==> src/rtl/cv32e40p_pkg.sv <==
// Shared types for the CV32E40P instruction-fetch path.
// Holds the OBI instruction interface FSM state encoding.
package cv32e40p_pkg;

  typedef enum logic {
    TRANSPARENT = 1'b0,
    REGISTERED  = 1'b1
  } obi_if_state_e;

endpackage

==> src/rtl/cv32e40p_instr_obi_if.sv <==
// OBI instruction-fetch interface: forwards prefetch requests to OBI, holds the address stable
// while an accepted request waits for grant, and filters responses made stale by kill_i.
module cv32e40p_instr_obi_if
  import cv32e40p_pkg::*;
#(
  parameter int unsigned PULP_OBI        = 0,
  parameter int unsigned MAX_OUTSTANDING = 2
) (
  input  logic        clk,
  input  logic        rst_n,
  input  logic        trans_valid_i,
  output logic        trans_ready_o,
  input  logic [31:0] trans_addr_i,
  input  logic        kill_i,
  output logic        resp_valid_o,
  output logic [31:0] resp_rdata_o,
  output logic        resp_err_o,
  output logic        obi_req_o,
  input  logic        obi_gnt_i,
  output logic [31:0] obi_addr_o,
  input  logic        obi_rvalid_i,
  input  logic [31:0] obi_rdata_i,
  input  logic        obi_err_i,
  output logic        busy_o
);

  localparam logic [1:0] MAX_OUT = MAX_OUTSTANDING[1:0];

  obi_if_state_e state_r, state_nxt_s;
  logic [31:0]   addr_r, addr_nxt_s;
  logic [1:0]    outstanding_r, outstanding_nxt_s;
  logic [1:0]    discard_r, discard_nxt_s;
  logic          stale_r, stale_nxt_s;
  logic          room_s, req_gnt_s, reg_gnt_s, drop_s;

  assign room_s    = (outstanding_r < MAX_OUT);
  assign req_gnt_s = obi_req_o & obi_gnt_i;
  assign reg_gnt_s = (state_r == REGISTERED) & obi_gnt_i;
  assign drop_s    = obi_rvalid_i & (discard_r != 2'd0);

  // Request-side FSM: next state, OBI request/address and prefetcher handshake.
  always_comb begin
    state_nxt_s   = state_r;
    addr_nxt_s    = addr_r;
    obi_req_o     = 1'b0;
    obi_addr_o    = trans_addr_i;
    trans_ready_o = 1'b0;
    case (state_r)
      TRANSPARENT: begin
        obi_req_o  = trans_valid_i & ~kill_i & room_s;
        obi_addr_o = trans_addr_i;
        if (PULP_OBI != 32'd0) begin
          trans_ready_o = obi_req_o & obi_gnt_i;
        end else begin
          trans_ready_o = ~kill_i & room_s;
          // An accepted but ungranted request must keep its address until granted.
          if (trans_valid_i && trans_ready_o && !obi_gnt_i) begin
            state_nxt_s = REGISTERED;
            addr_nxt_s  = trans_addr_i;
          end else begin
            state_nxt_s = TRANSPARENT;
          end
        end
      end
      REGISTERED: begin
        obi_req_o     = 1'b1;
        obi_addr_o    = addr_r;
        trans_ready_o = 1'b0;
        if (obi_gnt_i) begin
          state_nxt_s = TRANSPARENT;
        end else begin
          state_nxt_s = REGISTERED;
        end
      end
      default: begin
        state_nxt_s = TRANSPARENT;
      end
    endcase
  end

  // Outstanding-transaction and stale-response bookkeeping.
  always_comb begin
    outstanding_nxt_s = outstanding_r;
    discard_nxt_s     = discard_r;
    stale_nxt_s       = stale_r;
    if (req_gnt_s && !obi_rvalid_i) begin
      outstanding_nxt_s = outstanding_r + 2'd1;
    end else if (!req_gnt_s && obi_rvalid_i) begin
      outstanding_nxt_s = outstanding_r - 2'd1;
    end else begin
      outstanding_nxt_s = outstanding_r;
    end
    // A response coinciding with kill is retired here rather than discarded later.
    if (kill_i) begin
      discard_nxt_s = outstanding_r - {1'b0, obi_rvalid_i} + {1'b0, reg_gnt_s};
      stale_nxt_s   = (state_r == REGISTERED) & ~obi_gnt_i;
    end else begin
      discard_nxt_s = discard_r - {1'b0, drop_s} + {1'b0, stale_r & reg_gnt_s};
      stale_nxt_s   = stale_r & ~reg_gnt_s;
    end
  end

  assign resp_valid_o = obi_rvalid_i & ~kill_i & (discard_r == 2'd0);
  assign resp_rdata_o = obi_rdata_i;
  assign resp_err_o   = obi_err_i;
  assign busy_o       = (outstanding_r != 2'd0) | (state_r == REGISTERED);

  // State and counter registers.
  always_ff @(posedge clk or negedge rst_n) begin
    if (!rst_n) begin
      state_r       <= TRANSPARENT;
      addr_r        <= 32'd0;
      outstanding_r <= 2'd0;
      discard_r     <= 2'd0;
      stale_r       <= 1'b0;
    end else begin
      state_r       <= state_nxt_s;
      addr_r        <= addr_nxt_s;
      outstanding_r <= outstanding_nxt_s;
      discard_r     <= discard_nxt_s;
      stale_r       <= stale_nxt_s;
    end
  end

`ifdef CV32E40P_ASSERT_ON
  a_rvalid_expected : assert property (@(posedge clk) disable iff (!rst_n)
    obi_rvalid_i |-> (outstanding_r != 2'd0));
  a_addr_stable : assert property (@(posedge clk) disable iff (!rst_n)
    (state_r == REGISTERED) && !obi_gnt_i |=> (obi_addr_o == $past(obi_addr_o)));
  a_outstanding_max : assert property (@(posedge clk) disable iff (!rst_n)
    outstanding_r <= MAX_OUT);
  a_discard_bound : assert property (@(posedge clk) disable iff (!rst_n)
    discard_r <= outstanding_r);
`endif

endmodule

==> config.mk <==
export PLATFORM = sky130hd
export DESIGN_NAME = cv32e40p_instr_obi_if
export DESIGN_NICKNAME = d
export VERILOG_FILES = /design/src/rtl/cv32e40p_pkg.sv /design/src/rtl/cv32e40p_instr_obi_if.sv
export SDC_FILE = /design/constraint.sdc
export NUM_CORES = 1
export LEC_CHECK = 0
export CAP_MARGIN = 10
export CORE_MARGIN = 3
export CORE_UTILIZATION = 34
export CTS_CLUSTER_DIAMETER = 50
export DETAILED_ROUTE_END_ITERATION = 8
export PLACE_DENSITY = 0.77
export REMOVE_ABC_BUFFERS = 1
export SLEW_MARGIN = 20
export SYNTH_ARGS = -nofsm -noshare
export SYNTH_HDL_FRONTEND = slang
export SYNTH_SLANG_ARGS = --single-unit
==> constraint.sdc <==
create_clock -name clk -period 2 [get_ports clk]
set_input_delay 0.4 -clock clk [delete_from_list [all_inputs] [get_ports clk]]
set_output_delay 0.4 -clock clk [all_outputs]
set_load 0.01 [all_outputs]
# [After elaboration in Yosys (flattened, before gate mapping)]
# Index checks and enable logic that the tools add are counted.
[word_totals] ff_bits=38
[classes] n_mux=10 n_reduce_logical=12 bitwise_logic=16 n_addsub=6 order_cmp=1
[op_table] cell="$pmux 32 s2" count=1
[op_table] cell="$and 1x1->1" count=11
[op_table] cell="$mux 2" count=3
[op_table] cell="$pmux 1 s2" count=3
[op_table] cell="$reduce_bool 2->1" count=3
[op_table] cell="$add 2x1->2" count=2
[op_table] cell="$logic_and 1x1->1" count=4
[op_table] cell="$not 1->1" count=4
[op_table] cell="$sub 2x1->2" count=2
[op_table] cell="$logic_not 1->1" count=3
[op_table] cell="$mux 1" count=3
[op_table] cell="$add 2x1->2 const B" count=1
[op_table] cell="$logic_not 2->1" count=1
[op_table] cell="$lt 2x2->1 const B" count=1
[op_table] cell="$reduce_and 2->1" count=1
[op_table] cell="$sub 2x1->2 const B" count=1
[op_table] cell="$or 1x1->1" count=1

# [Logic depth before layout (Yosys ltp)]
[depth] ltp_word=9 depth_mapped=9

# [Worst setup path before layout]
# OpenSTA, ideal clock, no wires.
[synth_path] kind="reg-to-reg" start="register state_r" end="register discard_r[1]" setup_time_ns=0.125 setup_slack_ns=0.071 arrival_ns=1.805 n_path_buf=2 path_stages_with_launch=10 cell_sequence="dfrtp_1 buf_2 buf_2 nand3_1 ha_1 inv_1 ha_1 xnor2_1 xnor2_1 mux2_2"
[synth_via] elab_chain_cells=4 elab_cells_between_ends=5
[synth_rtl] item="start, declared" line_no="cv32e40p_instr_obi_if.sv:29" source="obi_if_state_e state_r, state_nxt_s;"
[synth_rtl] item="start signal, assigned" line_no="cv32e40p_instr_obi_if.sv:117" source="state_r <= state_nxt_s;"
[synth_rtl] item="$and 1x1->1 *" line_no="cv32e40p_instr_obi_if.sv:38" source="assign reg_gnt_s = (state_r == REGISTERED) & obi_gnt_i;"
[synth_rtl] item="$and 1x1->1" line_no="cv32e40p_instr_obi_if.sv:98" source="discard_nxt_s = discard_r - {1'b0, drop_s} + {1'b0, stale_r & reg_gnt_s};"
[synth_rtl] item="$add 2x1->2" line_no="cv32e40p_instr_obi_if.sv:98"
[synth_rtl] item="$mux 2 *" line_no="cv32e40p_instr_obi_if.sv:94" source="if (kill_i) begin"
[synth_rtl] item="net discard_nxt_s[1]" line_no="cv32e40p_instr_obi_if.sv:32" source="logic [1:0] discard_r, discard_nxt_s;"
[synth_rtl] item="end signal, assigned" line_no="cv32e40p_instr_obi_if.sv:120" source="discard_r <= discard_nxt_s;"
[synth_rtl] item="end, declared" line_no="cv32e40p_instr_obi_if.sv:32"
# The timed path passes the listed nets; every way through them passes the cells marked *.
# A chain may end at the register's enable or synchronous reset.

# [Worst setup path in the final report]
[layout_path] start="register state_r" end="output port obi_addr_o[1]"
[layout_via] elab_chain_cells=2
[layout_rtl] item="$not 1->1 (no line)"
[layout_rtl] item="$pmux 32 s2 *" line_no="cv32e40p_instr_obi_if.sv:48" source="case (state_r)"
[layout_rtl] item="end, declared" line_no="cv32e40p_instr_obi_if.sv:20" source="output logic [31:0] obi_addr_o,"
# Mark *: on every way between the ends. The rest lies on a longest branch, timed or not.

==> results.json <==
{
  "most-common-layout-cells": "dfrtp_1, mux2_2, clkdlybuf4s50_1",
  "antenna_found_initial": 0,
  "postSynthAreaPerCell_sq_um": 13.3,
  "irDropWorstVdd_uv": 434,
  "max_slew_margin_pct": 70.9,
  "core.rowCount": 29,
  "min_path_type": "in -> async",
  "pre_cts_ws_ps": -220,
  "clockBufferDepth": 2,
  "max-cap-violations": 0,
  "min_period_over_period_pct": 97.4,
  "cts_tree": "built",
  "drive_gt1_share_pct": 42.8,
  "finalCriticalPeriod_ps": 1950,
  "clock_sinks": 38,
  "wl_per_cell_microns": 19.6,
  "tns_ps": 0,
  "post-route-worst-setup-slack_ps": 52.2,
  "nNetsFinal": 311,
  "max_freq_mhz": 513,
  "grt_setup_unrepaired": "false",
  "start_util_pct": 36.1,
  "pin_count": 140,
  "ys_seq_elements": 38,
  "hpwl_microns": 4600,
  "htreeDepth": 2,
  "hold_viol": 0,
  "critPathMaxFanout": 6,
  "power.density_nw_per_um2": 1060,
  "tightest_slew_ps": 436,
  "leakagePower_uw": 0.00151,
  "grt_pass1_vias": 1703,
  "cp.arrival_ps": 1550,
  "drcViolationCount": 0,
  "synth_cells": 177,
  "grt_overflow_total": 0,
  "ys.warnings.count": 0,
  "grt_max_degree": 26,
  "final_max_slew_viol_count": 0,
  "core_sq_um": 6530,
  "final_antenna_net_count": 0,
  "area_growth_syn_to_layout_pct": 36.9,
  "via_count": 1540,
  "syn_area_sq_um": 2360,
  "cp_data_required_time_ps": 1600,
  "cts-root-buf": "clkbuf_8",
  "dr.pass1.iters": 3,
  "final-setup-viol-count": 0,
  "grt_pass1_wl_microns": 8980,
  "whs_ps": 50.8,
  "status": "complete, no violations",
  "gp_congestion": 0.789,
  "cp-start-kind": "flop",
  "crit_type": "reg -> out",
  "cts_hold_buffers": 0,
  "die-area_sq_um": 7970,
  "diodes": 0,
  "drtIter0Drc": 28,
  "reg2reg_depth": 9,
  "fp.dieW_microns": 89.3,
  "die_y_microns": 89.3,
  "viasPerCell": 4.92,
  "placed_cells": 300,
  "grt_util_all_layers_pct": 15.4,
  "n_fill_cell": 615,
  "clk_pin_slew_ps": 70,
  "final_cells": 313,
  "numCtsBuffers": 5,
  "routed_wl_microns": 6140,
  "synth-seq-area-share_pct": 40.3,
  "totalPowerFinal_uw": 3430,
  "yosysUniqueCellTypes": 21,
  "skew_ps": 3.67,
  "portBuffers": 73,
  "insertion_delay_ps": 280,
  "endpoint_kind": "output port",
  "layout_commonest_cell": "dfrtp_1"
}
==> metal layers <==
layer	part of all wire (%)	global-route usage, %
met5	0.54	3.90
met4	0.72	2.84
met3	13	11.6
met2	40	19.8
met1	46	20.4
==> final timing paths <==
| path | startpoint | slack, ps | endpoint |
|---|---|---|---|
| min in group clk | addr_r[15]$_DFFE_PN0P_ | 510 | addr_r[15]$_DFFE_PN0P_ |
| hold / removal | rst_n | 50 | outstanding_r[0]$_DFFE_PN0P_ |
| setup reg to reg | state_r$_DFF_PN0_ | 160 | discard_r[1]$_DFF_PN0_ |
| hold reg to reg | addr_r[15]$_DFFE_PN0P_ | 510 | addr_r[15]$_DFFE_PN0P_ |
| max in group asynchronous | rst_n | 1330 | addr_r[5]$_DFFE_PN0P_ |
| setup / recovery | state_r$_DFF_PN0_ | 50 | obi_addr_o[1] |
==> worst max-delay path, stage by stage, from the launching register on <==
cell and delay (ps):
dfrtp_2 370, buf_12 140, clkbuf_16 150, mux2_2 320, dlygate4sd2_1 280
==> per-stage QoR <==
step,util (%),cell area [sq um]
final,49.4,3230
after global routing,49.4,3230
after CTS,47.4,3090
after detailed placement,46.3,3020
after global placement,46.3,3020
after floorplan,-,2050
==> sequential cells by signal, summed over array words and instances (netlist names) <==
signal	cells
state_r	1
stale_r	1
addr_r	32
outstanding_r	2
discard_r	2
==> power by group <==
| group | total, uW | switching (uW) | internal (uW) |
|---|---|---|---|
| Combinational | 1440 | 464 | 980 |
| Clock | 607 | 259 | 348 |
| Sequential | 1380 | 234 | 1140 |
| Total | 3430 | 957 | 2470 |
==> Yosys cell counts <==
| library cell | n | area (sq um) |
|---|---|---|
| inv_1 | 4 | 15.0 |
| nor4_1 | 1 | 6.26 |
| or3_1 | 1 | 6.26 |
| xor2_1 | 2 | 17.5 |
| mux2_2 | 36 | 405 |
| nand2_1 | 1 | 3.75 |
| nand3_4 | 1 | 17.5 |
| nand3_1 | 1 | 5.00 |
| buf_6 | 4 | 45.0 |
| a21oi_1 | 2 | 10.0 |
| nor2b_1 | 1 | 6.26 |
| buf_2 | 4 | 20.0 |
| mux2i_1 | 1 | 10.0 |
| buf_4 | 33 | 248 |
| ha_1 | 5 | 62.6 |
| xnor2_1 | 5 | 43.8 |
| nor2_4 | 1 | 11.3 |
| nor2_1 | 5 | 18.8 |
| mux2_4 | 30 | 450 |
| nor3_1 | 1 | 5.00 |
| dfrtp_1 | 38 | 951 |
==> final cells by class <==
type	instances	area (sq um)	area share (%)
multi-input combinational	94	1090	33.9
timing repair buffer	92	962	29.8
sequential	38	952	29.5
clock buffer	8	110	3.41
tap	77	96.3	2.98
inverter	4	15.0	0.465
==> kinds of logic after synthesis <==
| family | after synthesis | share of synthesized area [%] |
|---|---|---|
| adders and majority gates | 5 | 2.65 |
| buffers and inverters | 45 | 13.9 |
| muxes | 67 | 36.7 |
| DFF | 38 | 40.3 |
| and+or+nand+nor | 13 | 3.40 |
| xor gates and xnor gates | 7 | 2.60 |
| AOI/OAI and AO/OA | 2 | 0.424 |
==> timing repair <==
| item | 4_1_cts | 5_1_grt |
|---|---|---|
| setup buffers | 1 | 1 |
| setup endpoints to repair | 36 | 25 |
| resized for setup | 41 | 23 |
| cloned | 0 | 4 |
Power figures use the tool's default switching activity.
